[config.mk]
export PLATFORM = sky130hd
export DESIGN_NAME = counter_access_ctrl_flat
export DESIGN_NICKNAME = d
export VERILOG_FILES = /design/src/rtl/counter_access_ctrl_if.sv /design/src/rtl/counter_access_ctrl.sv /design/src/flat_wrapper.sv
export SDC_FILE = /design/constraint.sdc
export NUM_CORES = 1
export LEC_CHECK = 0
export BUFFER_PORTS_ARGS = -buffer_cell sky130_fd_sc_hd__buf_2
export CORE_ASPECT_RATIO = 1.4
export CORE_UTILIZATION = 30
export CTS_CLUSTER_SIZE = 25
export DETAILED_ROUTE_END_ITERATION = 10
export PLACE_DENSITY = 0.59
export SKIP_CTS_REPAIR_TIMING = 1
export SYNTH_ARGS = -nofsm -noshare
export SYNTH_HDL_FRONTEND = slang
export SYNTH_SLANG_ARGS = --single-unit
[constraint.sdc]
create_clock -name clk -period 2.29 [get_ports clk]
set_input_delay 0.229 -clock clk [delete_from_list [all_inputs] [get_ports clk]]
set_output_delay 0.229 -clock clk [all_outputs]
set_load 0.01 [all_outputs]
[src/rtl/counter_access_ctrl_if.sv]
// Bus bundle between the CPU data port, the debug read port, the counter bank
// and the access controller.
interface counter_access_ctrl_if;
    logic [15:0] mem_address;
    logic        mem_read;
    logic        mem_write;
    logic        counter_hit;
    logic        mem_resp;
    logic [15:0] mem_rdata;
    logic        dbg_req;
    logic [3:0]  dbg_sel;
    logic        dbg_ack;
    logic [15:0] dbg_data;
    logic [3:0]  counter_sel;
    logic [15:0] counter_value;
    logic [15:0] counter_clear;
    logic        busy;

    modport master (
        output mem_address, mem_read, mem_write, dbg_req, dbg_sel, counter_value,
        input  counter_hit, mem_resp, mem_rdata, dbg_ack, dbg_data,
               counter_sel, counter_clear, busy
    );

    modport slave (
        input  mem_address, mem_read, mem_write, dbg_req, dbg_sel, counter_value,
        output counter_hit, mem_resp, mem_rdata, dbg_ack, dbg_data,
               counter_sel, counter_clear, busy
    );
endinterface

[src/rtl/counter_access_ctrl.sv]
// Arbitrates CPU and debug accesses to the performance-counter bank, registers
// the selected counter value and issues one-hot clear pulses on CPU writes.
module counter_access_ctrl (
    input  logic                  clk,
    input  logic                  reset,
    counter_access_ctrl_if.slave  bus
);
    localparam logic [2:0] S_IDLE    = 3'd0;
    localparam logic [2:0] S_SELECT  = 3'd1;
    localparam logic [2:0] S_CAPTURE = 3'd2;
    localparam logic [2:0] S_CLEAR   = 3'd3;
    localparam logic [2:0] S_RESPOND = 3'd4;

    logic [2:0]  state;
    logic        owner_cpu;
    logic        last_grant_cpu;
    logic [3:0]  index;
    logic [3:0]  counter_sel_q;
    logic [15:0] data_reg;

    logic        cpu_valid;
    logic        grant_cpu;
    logic [3:0]  grant_index;

    assign cpu_valid   = (bus.mem_read | bus.mem_write) && (bus.mem_address >= 16'hFFF0);
    // On a tie the requester that did not win last time takes the grant.
    assign grant_cpu   = cpu_valid && (!bus.dbg_req || !last_grant_cpu);
    assign grant_index = grant_cpu ? bus.mem_address[3:0] : bus.dbg_sel;

    // NOTE: state uses non-blocking assignments and an asynchronous reset so an
    // in-flight access is abandoned immediately, including any clear pulse.
    always_ff @(posedge clk or posedge reset) begin
        if (reset) begin
            state          <= S_IDLE;
            owner_cpu      <= 1'b0;
            last_grant_cpu <= 1'b0;
            index          <= 4'd0;
            counter_sel_q  <= 4'd0;
            data_reg       <= 16'd0;
        end else begin
            case (state)
                S_IDLE: begin
                    if (cpu_valid || bus.dbg_req) begin
                        owner_cpu <= grant_cpu;
                        index     <= grant_index;
                        if (grant_cpu && bus.mem_write) begin
                            state <= S_CLEAR;
                        end else begin
                            state         <= S_SELECT;
                            counter_sel_q <= grant_index;
                        end
                    end
                end
                S_SELECT:  state <= S_CAPTURE;
                S_CAPTURE: begin
                    data_reg <= bus.counter_value;
                    state    <= S_RESPOND;
                end
                S_CLEAR: begin
                    data_reg <= 16'd0;
                    state    <= S_RESPOND;
                end
                S_RESPOND: begin
                    last_grant_cpu <= owner_cpu;
                    state          <= S_IDLE;
                end
                default: state <= S_IDLE;
            endcase
        end
    end

    // Responses and the clear pulse are decoded from registered state, so they
    // drop in the same instant reset asserts.
    assign bus.counter_hit   = cpu_valid;
    assign bus.mem_resp      = (state == S_RESPOND) && owner_cpu;
    assign bus.dbg_ack       = (state == S_RESPOND) && !owner_cpu;
    assign bus.mem_rdata     = data_reg;
    assign bus.dbg_data      = data_reg;
    assign bus.counter_sel   = counter_sel_q;
    assign bus.counter_clear = (state == S_CLEAR) ? (16'd1 << index) : 16'd0;
    assign bus.busy          = (state != S_IDLE);
endmodule

[src/flat_wrapper.sv]
// flat-port wrapper written by rule: the top's interface ports become plain ports
module counter_access_ctrl_flat 
  (clk, reset, bus_mem_address, bus_mem_read, bus_mem_write, bus_dbg_req, bus_dbg_sel, bus_counter_value, bus_counter_hit, bus_mem_resp, bus_mem_rdata, bus_dbg_ack, bus_dbg_data, bus_counter_sel, bus_counter_clear, bus_busy);
  counter_access_ctrl_if bus_i ();
  input  logic clk;
  input  logic reset;
  input wire logic [$bits(bus_i.mem_address)-1:0] bus_mem_address;
  input wire logic [$bits(bus_i.mem_read)-1:0] bus_mem_read;
  input wire logic [$bits(bus_i.mem_write)-1:0] bus_mem_write;
  input wire logic [$bits(bus_i.dbg_req)-1:0] bus_dbg_req;
  input wire logic [$bits(bus_i.dbg_sel)-1:0] bus_dbg_sel;
  input wire logic [$bits(bus_i.counter_value)-1:0] bus_counter_value;
  output wire logic [$bits(bus_i.counter_hit)-1:0] bus_counter_hit;
  output wire logic [$bits(bus_i.mem_resp)-1:0] bus_mem_resp;
  output wire logic [$bits(bus_i.mem_rdata)-1:0] bus_mem_rdata;
  output wire logic [$bits(bus_i.dbg_ack)-1:0] bus_dbg_ack;
  output wire logic [$bits(bus_i.dbg_data)-1:0] bus_dbg_data;
  output wire logic [$bits(bus_i.counter_sel)-1:0] bus_counter_sel;
  output wire logic [$bits(bus_i.counter_clear)-1:0] bus_counter_clear;
  output wire logic [$bits(bus_i.busy)-1:0] bus_busy;
  assign bus_i.mem_address = bus_mem_address;
  assign bus_i.mem_read = bus_mem_read;
  assign bus_i.mem_write = bus_mem_write;
  assign bus_i.dbg_req = bus_dbg_req;
  assign bus_i.dbg_sel = bus_dbg_sel;
  assign bus_i.counter_value = bus_counter_value;
  assign bus_counter_hit = bus_i.counter_hit;
  assign bus_mem_resp = bus_i.mem_resp;
  assign bus_mem_rdata = bus_i.mem_rdata;
  assign bus_dbg_ack = bus_i.dbg_ack;
  assign bus_dbg_data = bus_i.dbg_data;
  assign bus_counter_sel = bus_i.counter_sel;
  assign bus_counter_clear = bus_i.counter_clear;
  assign bus_busy = bus_i.busy;
  counter_access_ctrl u_core (.clk(clk), .reset(reset), .bus(bus_i));
endmodule
== After elaboration in Yosys (flattened, before gate mapping) ==
Cells that the tools add are included.

* Bitwise gates (word level): 2
* Eq/ne operators: 5
* Reduce and logical (&&, ||, !) cells: 16
* Muxes and demuxes: 6
* Magnitude comparators: 1
* Shifts and indexed selects: 1

{| class="wikitable"
|+ Operators by type and width
! kind !! number
|-
| $pmux 16 s2 || 1
|-
| $ge 16x16->1 const B || 1
|-
| $mux 16 || 1
|-
| $shl 1x4->16 const A || 1
|-
| $pmux 3 s3 || 1
|-
| $eq 3x2->1 const B || 2
|-
| $logic_and 1x1->1 || 5
|-
| $mux 4 || 1
|-
| $eq 3x1->1 const B || 1
|-
| $eq 3x3->1 const B || 1
|-
| $logic_not 1->1 || 3
|-
| $logic_not 3->1 || 1
|-
| $mux 3 || 1
|-
| $reduce_and 3->1 || 1
|-
| $reduce_bool 3->1 || 1
|-
| $logic_or 1x1->1 || 2
|-
| $mux 2 || 1
|-
| $ne 2x1->1 const B || 1
|-
| $reduce_and 2->1 || 1
|-
| $reduce_bool 2->1 || 1
|-
| $reduce_or 2->1 || 1
|-
| $not 1->1 || 1
|-
| $or 1x1->1 || 1
|}

* Output and inout bits: 56
* Bits of input ports: 41
* Register bits after elaboration: 29

== Logic depth before layout (Yosys ltp) ==
* Depth in word-level cells: 7
* Gate-level depth with buffers: 5
* Mapped depth without buffers: 4

== Least setup slack after synthesis ==
OpenSTA, ideal clock, no wires.

* Path type: input to register
* Start: in bus_mem_address[15]
* End: reg u_core.index[0]
* Cell stages on the path: 5
* Slack: 0.511 ns
* Data arrival time: 1.654 ns
* Buffers on the path: 1
* Required time: 2.165 ns
* Cell sequence: nand4_1 -> nor4_1 -> o21a_1 -> buf_6 -> mux2_2

* Word-level cells in the longest chain between the ends: 4

{| class="wikitable"
|+ RTL lines
! element !! RTL line !! source
|-
| from (decl) || flat_wrapper.sv:7 || <nowiki>input wire logic [$bits(bus_i.mem_address)-1:0] bus_mem_address;</nowiki>
|-
| $ge 16x16->1 (*) || counter_access_ctrl.sv:25 || <nowiki>assign cpu_valid = (bus.mem_read | bus.mem_write) && (bus.mem_address >= 16'hFFF0);</nowiki>
|-
| $logic_and 1x1->1 (*) || counter_access_ctrl.sv:25 ||
|-
| via bus_counter_hit || flat_wrapper.sv:13 || <nowiki>output wire logic [$bits(bus_i.counter_hit)-1:0] bus_counter_hit;</nowiki>
|-
| $logic_and 1x1->1 / $logic_or 1x1->1 (equally long branches) || counter_access_ctrl.sv:27, counter_access_ctrl.sv:43 ||
|-
| $mux 4 / $reduce_and 2->1 (equally long branches) || -- ||
|-
| to (signal assigned) || counter_access_ctrl.sv:45 || <nowiki>index <= grant_index;</nowiki>
|-
| to (decl) || counter_access_ctrl.sv:17 || <nowiki>logic [3:0] index;</nowiki>
|}

The timed path passes the listed nets; every way through them passes the cells marked *.
A chain may end at the register's enable or synchronous reset.

== Worst setup path after layout ==
* Start: reg u_core.state[2]
* End: out bus_counter_clear[0]

* Word-level cells in the longest chain between the ends: 2

{| class="wikitable"
|+ RTL lines
! element !! RTL line !! source
|-
| from (decl) || counter_access_ctrl.sv:14 || <nowiki>logic [2:0] state;</nowiki>
|-
| from (signal assigned) || counter_access_ctrl.sv:34 || <nowiki>state <= S_IDLE;</nowiki>
|-
| from (signal assigned) || counter_access_ctrl.sv:47 || <nowiki>state <= S_CLEAR;</nowiki>
|-
| from (signal assigned) || counter_access_ctrl.sv:49 || <nowiki>state <= S_SELECT;</nowiki>
|-
| $eq 3x2->1 || counter_access_ctrl.sv:80 || <nowiki>assign bus.counter_clear = (state == S_CLEAR) ? (16'd1 << index) : 16'd0;</nowiki>
|-
| $mux 16 || counter_access_ctrl.sv:80 ||
|-
| to (decl) || flat_wrapper.sv:19 || <nowiki>output wire logic [$bits(bus_i.counter_clear)-1:0] bus_counter_clear;</nowiki>
|}

No other way between the ends.

==> qor.yml <==
synthesis:
  syn-num-nets: 209
  yosysTopAreaCell: "dfrtp_1"
  seq_area_frac_synth_pct: 46.81
  syn_area_per_cell_sq_um: 9.228
  netlist_top_cells_area: "dfrtp_1, nand2_1, buf_4, mux2_2, o21ai_0"
  synthesis.instances: 168
  synth_commonest_cells: "nand2_1, dfrtp_1, nor2_1"
  synth_flop_cell: "dfrtp_1"
  synth_top_area_share_pct: 46.81
  async_reset_ff_share_pct: 100.0
  ys_types: 29
  syn_area_sq_um: 1550
  yosys_warnings: 0
  synth_most_common_cell: "nand2_1"
  synth_edf_count: 0
  synth_seq_cells: 29
sta:
  setup_slack_ns: 0.4117
  maxSlewHeadroom_pct: 66.42
  setup_viol: 0
  max_freq_mhz: 532.4
  slew_viol_final: 0
  skew_ns: 0.004524
  hold_viol: 0
  worst_pin_slew_ns: 0.5007
  fin_crit_sh_pct: 82.02
  rsz0062_at_grt: "no"
  tns_ns: 0
  fin_crit_ns: 1.878
die:
  die_width_um: 62.76
  num_rows: 30
  initial_core_util_pct: 31.53
  ios: 97
  die_h_um: 87.06
  core_sq_um: 4917
  die_area_sq_um: 5463
grt:
  overflow: 0
  grt_max_degree: 33
  grt_pass1_wl_mm: 5.865
  grt_pass1_vias: 1315
  track_usage_pct: 13.87
  antenna_found_initial: 0
worst_setup_path:
  path_max_fanout: 6
  worst-setup-path-type: "register to output pin"
  rr_startpoint: "u_core.last_grant_cpu"
  reg2reg_depth: 4
  endpoint_kind: "output pin"
  reg2reg_to: "u_core.index[3]"
  reg2reg_slack_ns: 0.60
  crit_path_start_kind: "register"
  crit_required_ns: 2.06
  cp.arrival_ns: 1.65
finish:
  diodes: 0
  syn_to_final_growth_pct: 35.67
  n_fill_cell: 539
  regArea_sq_um: 725.7
  multi_input_area_sq_um: 663.1
  drive_above_1_share_pct: 48.43
  fin_cells: 318
  nets: 294
route:
  post_drt_wl_per_cell_um: 11.13
  drtAntennaViolNets: 0
  avgViaCountPerCell: 4.497
  firstDrtPassIters: 3
  wirelength_mm: 3.540
  vias: 1430
  drt_iter0_drc: 66
  drc: 0
worst_hold_path:
  hp-class: "primary input to async pin"
pwr:
  power.leakage_uw: 0.001148
  ir_worst_vdd_uv: 498.5
  power_density_nw_per_um2: 1170
  p_total_uw: 2462
clock_network:
  clk_latency_ns: 0.28
  cts_tree: "built"
  cts.reportedPaths.clkPinSlew_ns: 0.06
  cts_max_level: 2
  root_buffer: "clkbuf_8"
  cts_buffers: 5
  cts_buffer_depth: 2
  clock-sinks: 29
outcome:
  status: "completed"
placed_design:
  place_hpwl_mm: 2.722
  numPortBuffers: 96
  globalplace.congestion: 0.7461
  place_ws_ns: 0.3915
  dp.cells: 310
flow_run:
  drv_cap: 0
-- report_power, final --
part	internal (uW)	switching (uW)	total [uW]	leakage, uW
Clock	354	190	544	0.0000585
Combinational	437	565	1000	0.000728
Sequential	732	183	915	0.000361
Total	1520	939	2460	0.00115
-- registers in the layout (all words and copies together) (netlist names) --
name                    cells
u_core.bus.counter_sel      4
u_core.bus.dbg_data        16
u_core.index                4
u_core.last_grant_cpu       1
u_core.owner_cpu            1
u_core.state                3
-- cell usage in the layout (no fill, tap or decap), drive strengths merged, types with 2 or more instances in the layout --
| cell type | n |
|---|---|
| a2bb2oi | 4 |
| buf | 99 |
| clkbuf | 7 |
| dfrtp | 29 |
| inv | 3 |
| mux2 | 9 |
| mux2i | 4 |
| nand2 | 36 |
| nand2b | 3 |
| nand4 | 4 |
| nor2 | 17 |
| nor3 | 5 |
| nor4 | 2 |
| o21ai | 16 |
| or2 | 4 |
-- critical path, stage by stage (launching register included) --
cell and delay (ns):
dfrtp_1 0.42, nand3b_1 0.23, or3_1 0.41, nor3_1 0.15, buf_2 0.15
-- cells by family after synthesis --
logic type | after synthesis | share of synthesized area [%]
compound gates | 26 | 10.74
buf+inv | 25 | 10.41
mux | 13 | 9.121
flops | 29 | 46.81
simple gates | 75 | 22.92
-- cell type report --
type | count | area share [%]
sequential | 29 | 34.50
multi-input combinational | 114 | 31.53
tap | 64 | 3.807
clock buffer | 7 | 4.105
timing repair buffer | 99 | 23.91
inverter | 4 | 0.7139
clock inverter | 1 | 1.428
-- layer usage --
layer | GRT usage (%) | share of wire, %
met5 | 0 | 0
met2 | 25.49 | 52
met3 | 4.450 | 6.6
met1 | 14.46 | 40
met4 | 5.708 | 1.5
-- worst max path at each step --
stage | slack, ns | startpoint | cells after the start | endpoint
finish | 0.41 | u_core.state[2] | 4 | bus_counter_clear[0]
global route | 0.26 | u_core.state[2] | 4 | bus_counter_clear[0]
CTS | 0.38 | u_core.state[2] | 4 | bus_counter_clear[0]
global placement | 0.44 | bus_mem_address[15] | 5 | u_core.index[2]
floorplan | 0.51 | bus_mem_address[15] | 5 | u_core.index[0]
detailed placement | 0.39 | bus_mem_address[15] | 5 | u_core.index[1]
-- metrics by stage --
stage,hold WS [ns],util (%),instance area [sq um]
global route,0.04937,42.77,2103
finish,0.006699,42.77,2103
detailed placement,0.3209,40.41,1987
global placement,0.3248,40.41,1987
CTS,0.01610,42.77,2103
floorplan,0.3071,-,1550
Power figures use the tool's default switching activity.
